### config.mk
export PLATFORM = sky130hd
export DESIGN_NAME = ir_packet_decoder_flat
export DESIGN_NICKNAME = d
export VERILOG_FILES = /design/src/rtl/ir_packet_decoder_if.sv /design/src/rtl/ir_packet_decoder.sv /design/src/flat_wrapper.sv
export SDC_FILE = /design/constraint.sdc
export NUM_CORES = 1
export LEC_CHECK = 0
export CORE_ASPECT_RATIO = 2
export CORE_MARGIN = 2
export CORE_UTILIZATION = 55
export CTS_BUF_LIST = sky130_fd_sc_hd__clkbuf_2 sky130_fd_sc_hd__clkbuf_4 sky130_fd_sc_hd__clkbuf_8
export DETAILED_ROUTE_END_ITERATION = 10
export GPL_TIMING_DRIVEN = 0
export MAX_ROUTING_LAYER = met4
export PLACE_DENSITY = 0.77
export SKIP_LAST_GASP = 1
export SYNTH_ARGS = -nofsm -noshare
export SYNTH_HDL_FRONTEND = slang
export SYNTH_SLANG_ARGS = --single-unit
### constraint.sdc
create_clock -name CLK -period 4.5 [get_ports CLK]
set_input_delay 0.45 -clock CLK [delete_from_list [all_inputs] [get_ports CLK]]
set_output_delay 0.45 -clock CLK [all_outputs]
set_load 0.03 [all_outputs]
### src/rtl/ir_packet_decoder_if.sv
// Control/status bundle between the IR decoder and its host.
// Line envelope and enable go in; the decoded command and its strobes come out.
interface ir_packet_decoder_if #(
  parameter int NUM_BITS = 5
);
  logic                ENABLE;
  logic                IR_IN;
  logic [NUM_BITS-1:0] CMD;
  logic                CMD_VALID;
  logic                ERR;
  logic                BUSY;

  modport master (output ENABLE, IR_IN, input  CMD, CMD_VALID, ERR, BUSY);
  modport slave  (input  ENABLE, IR_IN, output CMD, CMD_VALID, ERR, BUSY);
endinterface

### src/rtl/ir_packet_decoder.sv
// IR packet receiver: measures burst/gap lengths in prescaled ticks, checks
// start and gap timing, and decodes each data burst as a 0 or a 1.
module ir_packet_decoder #(
  parameter int TICK_DIV  = 1000,
  parameter int NUM_BITS  = 5,
  parameter int START_MIN = 80,
  parameter int START_MAX = 96,
  parameter int GAP_MIN   = 32,
  parameter int GAP_MAX   = 48,
  parameter int ZERO_MIN  = 18,
  parameter int ZERO_MAX  = 26,
  parameter int ONE_MIN   = 38,
  parameter int ONE_MAX   = 50
) (
  input logic                CLK,
  input logic                RESET,
  ir_packet_decoder_if.slave bus
);
  localparam int PW = (TICK_DIV > 1) ? $clog2(TICK_DIV) : 1;
  localparam int IW = (NUM_BITS > 1) ? $clog2(NUM_BITS) : 1;

  typedef enum logic [1:0] {IDLE, START, GAP, DATA} state_t;

  state_t              state;
  logic [2:0]          ir_pipe;   // [1:0] synchroniser, [2] history
  logic [PW-1:0]       presc;
  logic [7:0]          cnt;
  logic [IW-1:0]       bit_idx;
  logic [NUM_BITS-1:0] shreg;
  logic [NUM_BITS-1:0] cmd;
  logic                cmd_valid;
  logic                err;

  logic rise, fall, tick;
  logic start_ok, gap_short, in_zero, in_one;
  logic [NUM_BITS-1:0] sh_nxt;

  assign rise = ir_pipe[1] & ~ir_pipe[2];
  assign fall = ~ir_pipe[1] & ir_pipe[2];
  assign tick = (presc == PW'(TICK_DIV - 1));

  assign start_ok  = (cnt >= 8'(START_MIN)) && (cnt <= 8'(START_MAX));
  assign gap_short = (cnt < 8'(GAP_MIN));
  assign in_zero   = (cnt >= 8'(ZERO_MIN)) && (cnt <= 8'(ZERO_MAX));
  assign in_one    = (cnt >= 8'(ONE_MIN))  && (cnt <= 8'(ONE_MAX));
  assign sh_nxt    = {shreg[NUM_BITS-2:0], in_one};

  // Line conditioning and time base; independent of ENABLE.
  always_ff @(posedge CLK or negedge RESET) begin
    if (!RESET) begin
      ir_pipe <= '0;
      presc   <= '0;
      cnt     <= '0;
    end else begin
      ir_pipe <= {ir_pipe[1:0], bus.IR_IN};
      presc   <= tick ? '0 : presc + PW'(1);
      if (rise || fall)
        cnt <= '0;
      else if (tick && cnt != 8'hFF)
        cnt <= cnt + 8'd1;
    end
  end

  always_ff @(posedge CLK or negedge RESET) begin
    if (!RESET) begin
      state     <= IDLE;
      bit_idx   <= '0;
      shreg     <= '0;
      cmd       <= '0;
      cmd_valid <= 1'b0;
      err       <= 1'b0;
    end else begin
      cmd_valid <= 1'b0;
      err       <= 1'b0;
      if (!bus.ENABLE) begin
        state   <= IDLE;
        bit_idx <= '0;
        shreg   <= '0;
      end else begin
        case (state)
          IDLE: begin
            // Only a fresh rise starts a packet, so a burst already high at
            // abort time can never be taken for a start burst.
            if (rise) state <= START;
          end
          START: begin
            if (fall) begin
              if (start_ok) begin
                state   <= GAP;
                bit_idx <= '0;
              end else begin
                state <= IDLE;
                err   <= 1'b1;
              end
            end else if (cnt > 8'(START_MAX)) begin
              state <= IDLE;
              err   <= 1'b1;
            end
          end
          GAP: begin
            if (rise) begin
              if (gap_short) begin
                state   <= IDLE;
                err     <= 1'b1;
                bit_idx <= '0;
                shreg   <= '0;
              end else begin
                state <= DATA;
              end
            end else if (cnt > 8'(GAP_MAX)) begin
              state   <= IDLE;
              err     <= 1'b1;
              bit_idx <= '0;
              shreg   <= '0;
            end
          end
          DATA: begin
            if (fall) begin
              if (in_zero || in_one) begin
                shreg <= sh_nxt;
                if (bit_idx == IW'(NUM_BITS - 1)) begin
                  cmd       <= sh_nxt;
                  cmd_valid <= 1'b1;
                  state     <= IDLE;
                  bit_idx   <= '0;
                end else begin
                  bit_idx <= bit_idx + IW'(1);
                  state   <= GAP;
                end
              end else begin
                state   <= IDLE;
                err     <= 1'b1;
                bit_idx <= '0;
                shreg   <= '0;
              end
            end else if (cnt > 8'(ONE_MAX)) begin
              state   <= IDLE;
              err     <= 1'b1;
              bit_idx <= '0;
              shreg   <= '0;
            end
          end
          default: state <= IDLE;
        endcase
      end
    end
  end

  assign bus.CMD       = cmd;
  assign bus.CMD_VALID = cmd_valid;
  assign bus.ERR       = err;
  assign bus.BUSY      = (state != IDLE);
endmodule
### src/flat_wrapper.sv
// flat-port wrapper written by rule: the top's interface ports become plain ports
module ir_packet_decoder_flat 
#(
  parameter int TICK_DIV  = 1000,
  parameter int NUM_BITS  = 5,
  parameter int START_MIN = 80,
  parameter int START_MAX = 96,
  parameter int GAP_MIN   = 32,
  parameter int GAP_MAX   = 48,
  parameter int ZERO_MIN  = 18,
  parameter int ZERO_MAX  = 26,
  parameter int ONE_MIN   = 38,
  parameter int ONE_MAX   = 50
)
  (CLK, RESET, bus_ENABLE, bus_IR_IN, bus_CMD, bus_CMD_VALID, bus_ERR, bus_BUSY);
  ir_packet_decoder_if #(.NUM_BITS(NUM_BITS)) bus_i ();
  input logic CLK;
  input logic RESET;
  input wire logic [$bits(bus_i.ENABLE)-1:0] bus_ENABLE;
  input wire logic [$bits(bus_i.IR_IN)-1:0] bus_IR_IN;
  output wire logic [$bits(bus_i.CMD)-1:0] bus_CMD;
  output wire logic [$bits(bus_i.CMD_VALID)-1:0] bus_CMD_VALID;
  output wire logic [$bits(bus_i.ERR)-1:0] bus_ERR;
  output wire logic [$bits(bus_i.BUSY)-1:0] bus_BUSY;
  assign bus_i.ENABLE = bus_ENABLE;
  assign bus_i.IR_IN = bus_IR_IN;
  assign bus_CMD = bus_i.CMD;
  assign bus_CMD_VALID = bus_i.CMD_VALID;
  assign bus_ERR = bus_i.ERR;
  assign bus_BUSY = bus_i.BUSY;
  ir_packet_decoder #(.TICK_DIV(TICK_DIV), .NUM_BITS(NUM_BITS), .START_MIN(START_MIN), .START_MAX(START_MAX), .GAP_MIN(GAP_MIN), .GAP_MAX(GAP_MAX), .ZERO_MIN(ZERO_MIN), .ZERO_MAX(ZERO_MAX), .ONE_MIN(ONE_MIN), .ONE_MAX(ONE_MAX)) u_core (.CLK(CLK), .RESET(RESET), .bus(bus_i));
endmodule
## Word-level counts from Yosys, hierarchy flattened

Cells that the tools add are included.

- Register bits: 37
- Latch bits: 0
- Bits in writable memories: 0
- Bits in read-only memories: 0
- Output and inout bits: 8
- Word-level logic and storage cells: 105
- Memories: 0

- Add/subtract/negate cells: 3
- Multiply operators: 0
- Div/mod/pow operators: 0
- $lt $le $gt $ge: 10
- Equal/unequal tests: 15
- Shifts and indexed selects: 0
- Muxes and demuxes: 51
- Bitwise gates (word level): 4
- Reductions and logical operators: 13

Operator list:

| cell | count |
|---|---|
| $mux 3 | 10 |
| $mux 4 | 7 |
| $mux 2 | 12 |
| $gt 8x6->1 const B | 2 |
| $mux 8 | 2 |
| $mux 1 | 15 |
| $ne 4x2->1 const B | 3 |
| $add 10x1->10 const B | 1 |
| $eq 10x10->1 const B | 1 |
| $mux 10 | 1 |
| $ne 3x2->1 const B | 3 |
| $pmux 3 s3 | 1 |
| $add 8x1->8 const B | 1 |
| $ge 8x5->1 const B | 1 |
| $ge 8x6->1 const B | 1 |
| $ge 8x7->1 const B | 1 |
| $gt 8x7->1 const B | 1 |
| $le 8x5->1 const B | 1 |
| $le 8x6->1 const B | 1 |
| $le 8x7->1 const B | 1 |
| $lt 8x6->1 const B | 1 |
| $ne 8x8->1 const B | 1 |
| $pmux 2 s4 | 1 |
| $pmux 4 s2 | 1 |
| other kinds (17) | 26 |

## Depth between registers and ports, before layout

Gate-level depths: netlist (run 1).

- Depth in word-level cells: 7
- Gate-level depth with buffers: 8
- Gate-level depth less buffers: 7

## Least setup slack after synthesis (run 1)

No wires, ideal clock.

- Path kind: register to register
- Start point: register u_core.cnt[1]
- End point: register u_core.cmd[1] (netlist: u_core.bus.CMD[1])
- Arrival time: 1.807 ns
- Data required time: 4.375 ns
- Setup slack: 2.568 ns
- Stages on the path, launching flop included: 7
- Clock period less this slack: 1.932 ns
- Path through: dfrtp_1 -> a211o_4 -> a221oi_2 -> o21ba_1 -> buf_6 -> nand3_4 -> mux2_4

- Cells in the longest elaborated chain, start to end: 4
- Elaborated cells between the ends (all ways): 8
- Those cells by class: order compare: 4; reduce/logical: 4

RTL lines:

| element | line | text |
|---|---|---|
| start, declared | ir_packet_decoder.sv:27 | `logic [7:0] cnt;` |
| start signal, assigned | ir_packet_decoder.sv:60 | `cnt <= cnt + 8'd1;` |
| $ge 8x5->1, or another cell as far along | ir_packet_decoder.sv:44 | `assign in_zero = (cnt >= 8'(ZERO_MIN)) && (cnt <= 8'(ZERO_MAX));` |
| $logic_and 1x1->1, on equally long branches | ir_packet_decoder.sv:44, ir_packet_decoder.sv:45 |  |
| $logic_or 1x1->1 * | ir_packet_decoder.sv:119 | `if (in_zero \|\| in_one) begin` |
| $reduce_and 5->1 (no line) * | - |  |
| end signal, assigned | ir_packet_decoder.sv:122 | `cmd <= sh_nxt;` |
| end, declared | ir_packet_decoder.sv:30 | `logic [NUM_BITS-1:0] cmd;` |

Mark *: on every way between the ends. The rest lies on a longest branch, timed or not.
A chain may end at the register's enable or synchronous reset.

## Worst setup path after layout (run 1)

- Start point: register u_core.state[1]
- End point: output bus_BUSY

- Cells in the longest elaborated chain, start to end: 1

RTL lines:

| element | line | text |
|---|---|---|
| start, declared | ir_packet_decoder.sv:24 | `state_t state;` |
| start signal, assigned | ir_packet_decoder.sv:66 | `state <= IDLE;` |
| start signal, assigned | ir_packet_decoder.sv:76 | `state <= IDLE;` |
| start signal, assigned | ir_packet_decoder.sv:84 | `if (rise) state <= START;` |
| $reduce_bool 2->1 | ir_packet_decoder.sv:152 | `assign bus.BUSY = (state != IDLE);` |
| end, declared | flat_wrapper.sv:24 | `output wire logic [$bits(bus_i.BUSY)-1:0] bus_BUSY;` |

No other way between the ends.

==> flow_results.org, run 1 <==
** Outcome
- Result of the run :: finished, final reports clean

** Layout
- Final instance count without filler cells :: 267
- Cells with a size suffix above 1 make up between 10% and 20% of the layout.
- Net count reported at finish :: roughly 230
- Layout-stage area growth over the synthesis result :: 13.7%
- The number of antenna diodes in the final layout is 0.

** Die
- Initial standard-cell utilization of the core :: a little under three fifths
- Die Wd :: approximately 47 um
- Number of top-level design ports :: 12
- Core Rows :: 31
- Measured along the y axis, the die boundary spans between 90 and 100 um.
- In this run the standard cell core region covers about 3600 um2.
- Full die area :: about 4300 um2

** Clock tree
- TritonCTS built the clock tree.
- Clock transition time at the flip-flop clock pins of the worst setup and hold paths :: roughly 0.08 ns
- Total number of clock tree sinks :: 37
- The number of gates resized after CTS was 0.
- Post-CTS setup buffers :: 0
- For the worst-skew pair, the clock arrives at the later sink with an insertion delay of 0.30 ns.
- CTS built an H-tree with a depth of 2.
- Quantity of hold-fixing buffers added after cts :: 0
- Counting along the longest clock path gives a buffer depth of 2.
- Cell chosen for the clock root :: sky130_fd_sc_hd__clkbuf_8
- Buffers inserted during clock tree synthesis total 5.

** Drt
- The routed layout has ~1600 vias.
- Average detailed-routed wire length per instance :: roughly 16 um
- In the routed design, unresolved DRC markers number 0.
- The detail route stage leaves a number of antenna-violating nets equal to 0.
- Post-detailed-routing wire length :: roughly 4300 um
- Initial detailed-routing violation count :: 20
- After detailed routing, the number of vias per cell comes to slightly below 6.
- First-pass iteration count of the detailed router :: 5

** Power
- Power after layout :: around 0.00066 W
- Cell area power density :: around 280 nW/um2
- VDD sags by at most between 200 and 300 uV.
- Cell leakage power :: 1.11 nW

** Worst hold path
- Min-Delay Path Class :: in -> async

** Critical path
- The most critical setup path has its startpoint at u_core.state[1]$_DFFE_PN0P_.
- Longest individual stage delay on the worst path :: between 0.5 and 0.6 ns
- Setup crit start kind :: register
- Of all nets on the critical path, the largest fanout is 10.
- Family of cells with the greatest summed delay on the critical path :: buffers and inverters
- Required time of the critical path :: 4.05 ns
- Worst-case register-to-register setup slack :: ~2.4 ns
- Walking the worst path, the cells encountered are clkbuf_1, or2_2, clkdlybuf4s50_1.
- Startpoint-to-endpoint class of the critical path :: reg -> out
- The slowest stage of the critical path belongs to the cell sky130_fd_sc_hd__clkdlybuf4s50_1.
- Crit. End Element :: primary output
- Number of buffers and inverters on the critical path :: 2
- Critical path arrival :: ~1.8 ns
- Startpoint of the worst-slack reg-to-reg timing path :: u_core.cnt[1]$_DFFE_PN0P_

** STA
- Final hold viol count :: 0
- In the finished design, the share of the clock period the worst path needs comes to about half.
- Slew Limit Headroom :: a little under half
- Transition time at the pin with the least slew margin :: 0.817 ns
- Clock skew on the completed layout was measured at 0.00764 ns.
- Adding up every negative setup slack in the final design gives 0 ns.
- Clock period minus final worst setup slack :: 2.27 ns
- Setup repair after global routing left no endpoint under its margin.
- Setup violations remaining at the end of the flow were counted as 0.
- Timing-limited maximum frequency :: ~440 MHz
- Final Max Tran Viols :: 0
- Final setup margin :: approximately 2.2 ns

** Placed design
- Port Buffers :: 11
- Number of placed instances with taps included :: about 260
- Routability-driven placement finished with a final weighted congestion of 0.832.
- At the placement stage, the worst setup path has a slack of about 2.3 ns.
- The HPWL after detailed placement is between 3000 and 4000 um.

** Global routing
- Summed over all layers, the global routing overflow is 0.
- The first global-routing pass estimated 7200 um of wire.
- Vias in the first global route :: 1674
- Total routing usage reported by global routing :: 23.6%
- Entering global routing, the biggest net connects 38 pins.
- Number of antenna violations at the first check in global routing :: 0

** Yosys
- Synthesis handed over a netlist of 199 instances.
- After synthesis the cells add up to slightly above 2000 um2.
- The Yosys step of the flow raised 0 warnings.
- Synthesized netlist net count :: 210
- Synthesis inferred 37 register bits.
- Ranked by instance count, the synthesized netlist is headed by sky130_fd_sc_hd__dfrtp_1 (37), sky130_fd_sc_hd__nand2_1 (14), sky130_fd_sc_hd__nor2_1 (13).
- A synthesized cell averages roughly 10 um2.
- Post-synthesis async set-or-reset flop share :: between 90% and 100%
- The most used flip-flop cell after synthesis is sky130_fd_sc_hd__dfrtp_1.
- sky130_fd_sc_hd__dfrtp_1 is the most common cell in the netlist.
- Of all cell types, the one taking the most synthesized area is sky130_fd_sc_hd__dfrtp_1.
- Synthesis instantiated 57 different standard cells from the library.
- Share of the synthesized area in the top cell type :: approximately 45%
- Sequential elements use roughly 45% of the synthesized area.
- Post-synth EDFFs :: 0
- By area the synthesized netlist is led by sky130_fd_sc_hd__dfrtp_1 (45%), sky130_fd_sc_hd__ha_1 (4.2%), sky130_fd_sc_hd__mux2_4 (2.9%), sky130_fd_sc_hd__nand2_1 (2.5%), sky130_fd_sc_hd__xnor2_1 (2.5%).

** Run
- Across the run, the number of max-cap violations was 0.
where the power goes:
part | internal, W | total, W | switching [W]
Sequential | 0.000334 | 0.000335 | 0.000000981
Clock | 0.000172 | 0.000293 | 0.000121
Combinational | 0.00000904 | 0.0000273 | 0.0000182
Total | 0.000516 | 0.000656 | 0.000140
registers in the layout (all words and copies together), names as in the netlist:
name and flops:
u_core.bit_idx 3, u_core.bus.CMD 5, u_core.bus.CMD_VALID 1, u_core.bus.ERR 1, u_core.cnt 8, u_core.ir_pipe 3, u_core.presc 10, u_core.shreg 4
u_core.state 2
layer usage:
layer | wire (um) | GRT usage, % | up-vias
met3 | 97 | 4.20 | 19
met5 | 0 | - | -
li1 | - | - | 753
met4 | 182 | 14.1 | 0
met2 | 2460 | 41.1 | 28
met1 | 1530 | 21.3 | 761
cell families after synthesis:
kind of cell	count (synthesis)	share of synthesized area (%)
muxes	4	2.91
DFF	37	44.9
AOI/OAI and AO/OA	47	18.4
xor gates and xnor gates	11	4.67
and+or+nand+nor	74	20.5
adders and majority gates	7	4.25
buffers and inverters	19	4.37
final cells by class:
type / count / area, um2
Buffer: 9 / 52.6
Clock buffer: 6 / 76.3
Clock inverter: 2 / 38.8
Fill cell: 302 / 1260
Inverter: 10 / 37.5
Multi-Input combinational cell: 143 / 1050
Sequential cell: 37 / 926
Tap cell: 49 / 61.3
Timing Repair Buffer: 11 / 105
final timing paths:
check                                           endpoint  cells after the start
max                                             bus_BUSY                      3
min                            u_core.presc[3]$_DFF_PN0_                      1
max reg2reg                u_core.bus.CMD[3]$_DFFE_PN0P_                      6
min reg2reg                  u_core.ir_pipe[1]$_DFF_PN0_                      0
max in group asynchronous    u_core.state[1]$_DFFE_PN0P_                      1
min in group CLK             u_core.ir_pipe[1]$_DFF_PN0_                      0
per-stage QoR:
step	instance area [um2]	hold WS [ns]	util, %
floorplan	2060	0.154	-
global placement	2230	0.335	61.9
detailed placement	2230	0.339	61.8
CTS	2340	0.264	65.0
global route	2340	0.309	65.0
finish	2340	0.245	65.0
layout by cell type (no fill, tap or decap), drive strengths merged, types with 2 or more instances in the layout:
master / netlist / routed
nand2b: 2 / 2
nand2: 14 / 14
nand3: 8 / 8
o2bb2ai: 2 / 2
a221oi: 2 / 2
xnor2: 6 / 6
xor2: 5 / 5
nor2b: 3 / 3
inv: 10 / 10
a211o: 3 / 3
and3: 6 / 6
a311oi: 3 / 3
nor2: 13 / 13
ha: 7 / 7
o21ai: 9 / 9
buf: 6 / 7
nor3: 3 / 3
a21o: 2 / 2
a22o: 5 / 5
o31ai: 2 / 2
a21oi: 7 / 7
nor4: 3 / 3
mux2: 4 / 4
nand4: 5 / 5
dfrtp: 37 / 37
and2: 9 / 9
clkbuf: 3 / 9
o211a: 2 / 2
clkdlybuf4s50: 0 / 10
(Power assumes the default switching activity.)
==> inputs of run 2 (changes only) <==
clock period = 2.2 ns   (was 4.5 ns; I/O delays follow)
==> run 2 against run 1 <==
Sequential power up 100%. Final cell count stayed put. Die area did not move. Non-clock buffer count did not move. First-iteration DRC count rose by 20%. Clock skew rose by 0.0014 ns. Critical path depth up 3. Final area rose by 0.59%. Via count increased by 0.19%. Combinational power up 110%. Core utilization grew 0.38 points. Global-route usage stayed put.
==> flow_results.org, run 2 (synthesis gave the netlist of run 1 again) <==
** Drt
- The per-cell routed wire length was 16.0 um (unchanged).
- Detailed-route via count :: 1564 (+0.19%)
- Post-detailed-routing wire length :: 4270 um (unchanged)
- Initial detailed-routing violation count :: 24 (+20%)
- The remaining number of nets flagged by the antenna check after routing is 0 (unchanged).
- Vias per Instance :: 5.86 (+0.19%)
- DRC :: 0 (unchanged)
- The number of iterations in the first detailed-routing pass was 4 (-1).

** Global routing
- The number of antenna violations at the first check in global routing came to 0 (unchanged).
- Wire length of the first global-routing pass :: 7200 um (unchanged)
- Total overflow reported by the global router :: 0 (unchanged)
- Vias in the first global route :: 1674 (unchanged)
- The largest net degree at the start of global routing came to 38 (unchanged).
- Total routing usage reported by global routing :: 23.6% (unchanged)

** STA
- The setup clock skew after layout came to 0.00900 ns (+0.00136 ns).
- Setup repair after global routing could not meet its margin everywhere.
- Static timing analysis puts the maximum clock frequency at around 470 MHz.
- The worst slew slack as a fraction of its limit was 45.2% (-0.32 points).
- Clock period minus final worst setup slack :: ~2.1 ns
- Final Max Tran Viols :: 0 (unchanged)
- After layout, the worst path uses between 90% and 100% of the clock period.
- Final-layout setup total negative slack :: 0 ns (unchanged)
- Final setup vio count :: 0 (unchanged)
- Transition time at the pin with the least slew margin :: 0.822 ns (+0.00478 ns)
- Final setup margin :: 0.0835 ns (-2.14 ns)
- Final hold viol count :: 0 (unchanged)

** Layout
- Fraction of layout instances using a drive strength above 1 :: 18.8% (+0.92 points)
- Post-route standard cell area excluding fillers :: 2360 um2 (+0.59%)
- Layout-stage area growth over the synthesis result :: 14.3%
- Most frequent standard cell in the layout excluding fill and tap cells :: sky130_fd_sc_hd__dfrtp_1
- Register ranked first by flip-flop count :: u_core.presc
- The number of flip-flops in the largest register was 10 (unchanged).
- The number of standard cells in the layout, taps in and fillers out came to 267 (unchanged).
- The final-stage net count came to 228 (unchanged).
- The total inserted antenna cells is 0 (unchanged).
- Fillers :: 299 (-0.99%)
- Commonest non-fill, non-tap cells in the layout :: sky130_fd_sc_hd__dfrtp_1 (37), sky130_fd_sc_hd__nand2_1 (14), sky130_fd_sc_hd__nor2_1 (12)

** Power
- The total power density per cell area was 568 nW/um2 (+100%).
- The static leakage was 1.12 nW (+1.8%).
- Power after layout :: 0.00134 W (+100%)
- Peak supply drop :: 600 uV (+100%)

** Placed design
- The number of port buffers is 11 (unchanged).
- Routability Congestion :: 0.832 (unchanged)
- The post-placement worst setup slack is 0.107 ns (-2.18 ns).
- Number of placed instances with taps included :: 259 (unchanged)
- The area of placed instances came to 2230 um2 (unchanged).
- The half-perimeter wire length after detailed placement came to 3170 um (unchanged).

** Clock tree
- Cell chosen for the clock root :: sky130_fd_sc_hd__clkbuf_8
- Bufs on Longest Clock Path :: 2 (unchanged)
- Clock transition time at the flip-flop clock pins of the worst setup and hold paths :: 0.08 ns (about the same)
- The clock latency reported for the late side of the worst-skew pair is 0.30 ns (about the same).
- The number of clock buffers inserted by TritonCTS came to 5 (unchanged).
- The number of H-tree levels came to 2 (unchanged).
- Total number of clock tree sinks :: 37 (unchanged)
- TritonCTS built the clock tree.
- The quantity of hold-fixing buffers added after cts is 0 (unchanged).
- Post-CTS setup buffers :: 0 (unchanged)

** Critical path
- Critical path arrival :: 2.29 ns (+0.47 ns)
- The critical path is of the reg -> reg type.
- Longest individual stage delay on the worst path :: 0.49 ns (-0.10 ns)
- Walking the worst path, the cells encountered are a211o_4, a221oi_2, o21ba_1, buf_6, nand3_4, mux2_4.
- For this design, the slowest cell found on the critical path is sky130_fd_sc_hd__dfrtp_1.
- Crit. End Element :: register
- The worst setup path is launched from a register.
- The largest driver fanout on the critical path is 10 (unchanged).
- Required time of the critical path :: 2.38 ns (-1.67 ns)

** Die
- The core region area was 3610 um2 (unchanged).
- The die outline area was 4280 um2 (unchanged).
- The starting density of the core came to 57.2% (unchanged).
- Die Wd :: 47.3 um (unchanged)
- Number of top-level design ports :: 12 (unchanged)
- The die span in y is 90.6 um (unchanged).
- Core Rows :: 31 (unchanged)

** Run
- The max-capacitance violation count is 0 (unchanged).

** Outcome
- The flow ran to the end, and the final reports show no timing, DRC or antenna violations.

** Worst hold path
- The worst hold path belongs to the class in -> async.
[run 2: critical path, delay by kind of cell (launching register included)]
| family | cells | cell delay [ns] |
|---|---|---|
| flops | 1 | 0.49 |
| buf+inv | 1 | 0.14 |
| mux | 1 | 0.33 |
| simple gates | 1 | 0.13 |
| compound gates | 3 | 0.92 |
[run 2: power by group]
group / switching (W) / total [W] / internal, W / leakage, nW
registers: 0.00000198 / 0.000686 / 0.000684 / 0.495
logic: 0.0000375 / 0.0000564 / 0.0000189 / 0.571
clock network: 0.000243 / 0.000596 / 0.000352 / 0.0588
[run 2: final timing paths]
kind | start | endpoint | slack, ns | cells past startpoint
max | u_core.cnt[1]$_DFFE_PN0P_ | u_core.bus.CMD[3]$_DFFE_PN0P_ | 0.08 | 6
min | RESET | u_core.presc[3]$_DFF_PN0_ | 0.02 | 1
max reg2reg | u_core.cnt[1]$_DFFE_PN0P_ | u_core.bus.CMD[3]$_DFFE_PN0P_ | 0.08 | 6
min reg2reg | u_core.ir_pipe[0]$_DFF_PN0_ | u_core.ir_pipe[1]$_DFF_PN0_ | 0.35 | 0
max in group asynchronous | RESET | u_core.state[0]$_DFFE_PN0P_ | 1.66 | 1
min in group CLK | u_core.ir_pipe[0]$_DFF_PN0_ | u_core.ir_pipe[1]$_DFF_PN0_ | 0.35 | 0
[run 2: metrics by stage]
stage / hold slack (ns) / utilization [%]
4_1_cts: 0.0344 / 65.0
6_report: 0.0192 / 65.3
5_1_grt: 0.0791 / 65.3
3_5_place_dp: 0.339 / 61.8
3_3_place_gp: 0.335 / 61.9
2_1_floorplan: -0.0756 / -
[run 2: what timing repair did]
action / CTS / global route
setup endpoints to repair: 0 / 5
endpoints found under the hold margin: 0 / 0
gates resized for setup: 0 / 3
[run 2: cell type report]
type	instances	area [um2]	area share, %
Multi-Input combinational cell	143	1060	45.0
Sequential cell	37	926	39.3
Timing Repair Buffer	11	105	4.46
Clock buffer	6	76.3	3.24
Tap cell	49	61.3	2.60
Buffer	9	52.6	2.23
Clock inverter	2	38.8	1.65
Inverter	10	37.5	1.59
[run 2: routing by layer]
metal	vias to the layer above	global-route usage [%]	part of all wire (%)
met5	-	-	0
met4	0	14.1	4.3
met3	20	4.20	2.3
met2	32	41.1	58
met1	758	21.3	36
li1	754	-	-
==> inputs of run 3 (changes only) <==
SETUP_SLACK_MARGIN = 0.3   (was unset)
==> run 3 against run 2 <==
The run now ends with negative hold slack left. First-iteration DRC count increased by 120%. Sequential power about the same. Routed wire length increased by 22%. Largest cell class unchanged.
==> flow_results.org, run 3 (synthesis gave the netlist of run 1 again) <==
** Outcome
- Result of the run :: finished, violations left
- The final reports fail on negative hold slack.

** Layout
- Antenna fix cells :: 0 (unchanged)
- The share of post-route cells with drive strength above 1 was 34.3% (+16 points).
- Post-route standard cell area excluding fillers :: 2660 um2 (+13%)
- Layout-stage area growth over the synthesis result :: 28.9%
- More flip-flops sit in one register than any other, and that register is u_core.presc.
- Net count reported at finish :: 249 (+9.2%)
- The library cells used most frequently in the layout, excluding fill and tap cells, are sky130_fd_sc_hd__dfrtp_1 (33), sky130_fd_sc_hd__buf_4 (18), sky130_fd_sc_hd__nand2_1 (13).
- The number of flip-flops in the largest register came to 10 (unchanged).
- Most frequent standard cell in the layout excluding fill and tap cells :: sky130_fd_sc_hd__dfrtp_1

** Clock tree
- The maximum buffer depth of the clock tree was 2 (unchanged).
- CTS placed an instance of sky130_fd_sc_hd__clkbuf_8 at the clock tree root.
- TritonCTS built the clock tree.
- The clock latency reported for the late side of the worst-skew pair was 0.30 ns (about the same).
- CTS buffer count :: 5 (unchanged)
- Quantity of hold-fixing buffers added after cts :: 0 (unchanged)
- The clock net sink count was 37 (unchanged).
- The number of H-tree levels is 2 (unchanged).
- The clock edge transition at the registers on the reported setup and hold paths is 0.08 ns (about the same).

** Global routing
- The number of antenna violations at the first check in global routing came to 0 (unchanged).
- Vias in the first global route :: 1724 (+3.0%)
- Total overflow reported by the global router :: 0 (unchanged)
- The largest net degree at the start of global routing came to 38 (unchanged).
- Wire length of the first global-routing pass :: 7530 um (+4.5%)
- Total routing usage reported by global routing :: 25.1% (+1.5 points)

** Critical path
- Cell-by-cell trace of the critical path :: inv_1, ha_1, nor4_4, a211oi_4, o21ba_4, buf_6, nand3_4, mux2_4
- Setup crit start :: u_core.cnt[0]$_DFFE_PN0P_
- Number of buffers and inverters on the critical path :: 2 (+1)
- The largest driver fanout on the critical path was 6 (-4).
- The worst setup path is of the reg -> reg kind.
- Grouping stages by cell kind, the critical path spends the most delay in compound AO/OA/AOI/OAI gates.
- For this design, the slowest cell found on the critical path is sky130_fd_sc_hd__dfrtp_2.
- The arrival time at the worst endpoint came to 2.26 ns (-0.03 ns).
- Required time of the critical path :: 2.39 ns (about the same)
- Crit. End Element :: register
- Setup crit start kind :: register
- The delay of the slowest cell on the worst path was 0.46 ns (-0.03 ns).
- Startpoint of the worst-slack reg-to-reg timing path :: u_core.cnt[0]$_DFFE_PN0P_

** STA
- Final-layout setup total negative slack :: 0 ns (unchanged)
- Final setup vio count :: 0 (unchanged)
- The worst slew slack as a fraction of its limit is 46.5% (+1.3 points).
- The number of hold violations in the final report is 9 (+9).
- The setup clock skew after layout was 0.0134 ns (+0.00445 ns).
- The final count of pins violating max slew was 0 (unchanged).
- The maximum clock rate is 484 MHz (+2.5%).
- The post-route worst hold slack is -0.00445 ns (-0.0236 ns).
- Clock period minus final worst setup slack :: 2.07 ns (-0.0514 ns)
- Final worst-path cycle share :: 93.9% (-2.3 points)
- Transition time at the pin with the least slew margin :: 0.802 ns (-0.0196 ns)
- Unrepaired setup endpoints after global routing :: yes

** Drt
- The detailed-route via count is 1724 (+10%).
- The average via count per standard cell was 5.99 (+2.2%).
- The per-cell routed wire length came to 18.1 um (+13%).
- DRC :: 0 (unchanged)
- The number of iterations in the first detailed-routing pass is 4 (unchanged).
- The remaining number of nets flagged by the antenna check after routing is 0 (unchanged).
- The DRC marker count from the first detailed-route iteration is 52 (+120%).
- Post-detailed-routing wire length :: 5220 um (+22%)

** Die
- CORE AREA :: 3610 um2 (unchanged)
- The die span in y came to 90.6 um (unchanged).
- Die Wd :: 47.3 um (unchanged)
- The top-level I/O count is 12 (unchanged).
- The total number of placement rows is 31 (unchanged).
- The starting density of the core came to 57.2% (unchanged).
- Full die area :: 4280 um2 (unchanged)

** Placed design
- Placed Area :: 2230 um2 (about the same)
- The half-perimeter wire length after detailed placement was 3290 um (+3.7%).
- The routability congestion estimate from global placement is 0.830 (-0.28%).
- The number of port buffers came to 11 (unchanged).

** Run
- The max-capacitance violation count is 0 (unchanged).

** Power
- The total power density per cell area came to 511 nW/um2 (-9.9%).
- Peak supply drop :: 620 uV (+3.3%)
- Cell leakage power :: 1.24 nW (+11%)
- The overall power of the completed layout was 0.00136 W (+1.6%).

** Worst hold path
- The min-delay analysis places its worst path in the category in -> async.
## run 3: metal layers
metal / vias to the layer above / global-route usage, % / wire [um]
met5: - / - / 0
met1: 862 / 22.0 / 1790
met4: 0 / 15.3 / 237
met2: 46 / 44.5 / 3070
met3: 21 / 3.80 / 114
li1: 795 / - / -
## run 3: path summary, 6_finish.rpt
| path | depth (start not counted) | to | slack (ns) |
|---|---|---|---|
| hold reg to reg | 0 | u_core.ir_pipe[1]$_DFF_PN0_ | 0.35 |
| setup reg to reg | 8 | u_core.bus.CMD[1]$_DFFE_PN0P_ | 0.13 |
| min in group CLK | 0 | u_core.ir_pipe[1]$_DFF_PN0_ | 0.35 |
| setup / recovery | 8 | u_core.bus.CMD[1]$_DFFE_PN0P_ | 0.13 |
| max in group asynchronous | 1 | u_core.presc[3]$_DFF_PN0_ | 1.64 |
| hold / removal | 1 | u_core.bus.CMD_VALID$_DFF_PN0_ | -0.004 |
## run 3: repair_timing
| action | in CTS | in global routing |
|---|---|---|
| resized for setup | 19 | 21 |
| pin swaps | 9 | 15 |
| buffers inserted | 9 | 12 |
| setup endpoints to repair | 22 | 23 |
## run 3: per-stage QoR
step | setup WS (ns) | instances | utilization (%)
floorplan | 0.305 | 199 | -
global placement | 0.0212 | 259 | 61.9
detailed placement | 0.0477 | 259 | 61.8
CTS | 0.215 | 276 | 68.7
global route | 0.0987 | 288 | 73.7
finish | 0.135 | 288 | 73.7
## run 3: layout make-up
| cell class | count | area (um2) |
|---|---|---|
| multi-input cells | 143 | 1170 |
| fillers | 258 | 950 |
| flip-flops and latches | 37 | 931 |
| repair buffers | 32 | 282 |
| clock buffers | 6 | 76.3 |
| plain buffers | 9 | 61.3 |
| well taps | 49 | 61.3 |
| clock inverters | 2 | 38.8 |
| inverters | 10 | 37.5 |
## run 3: where the power goes
part	switching, W	total [W]	internal (W)	leakage (nW)
Clock	0.000260	0.000613	0.000353	0.0588
Sequential	0.00000207	0.000686	0.000684	0.488
Combinational	0.0000398	0.0000606	0.0000207	0.696
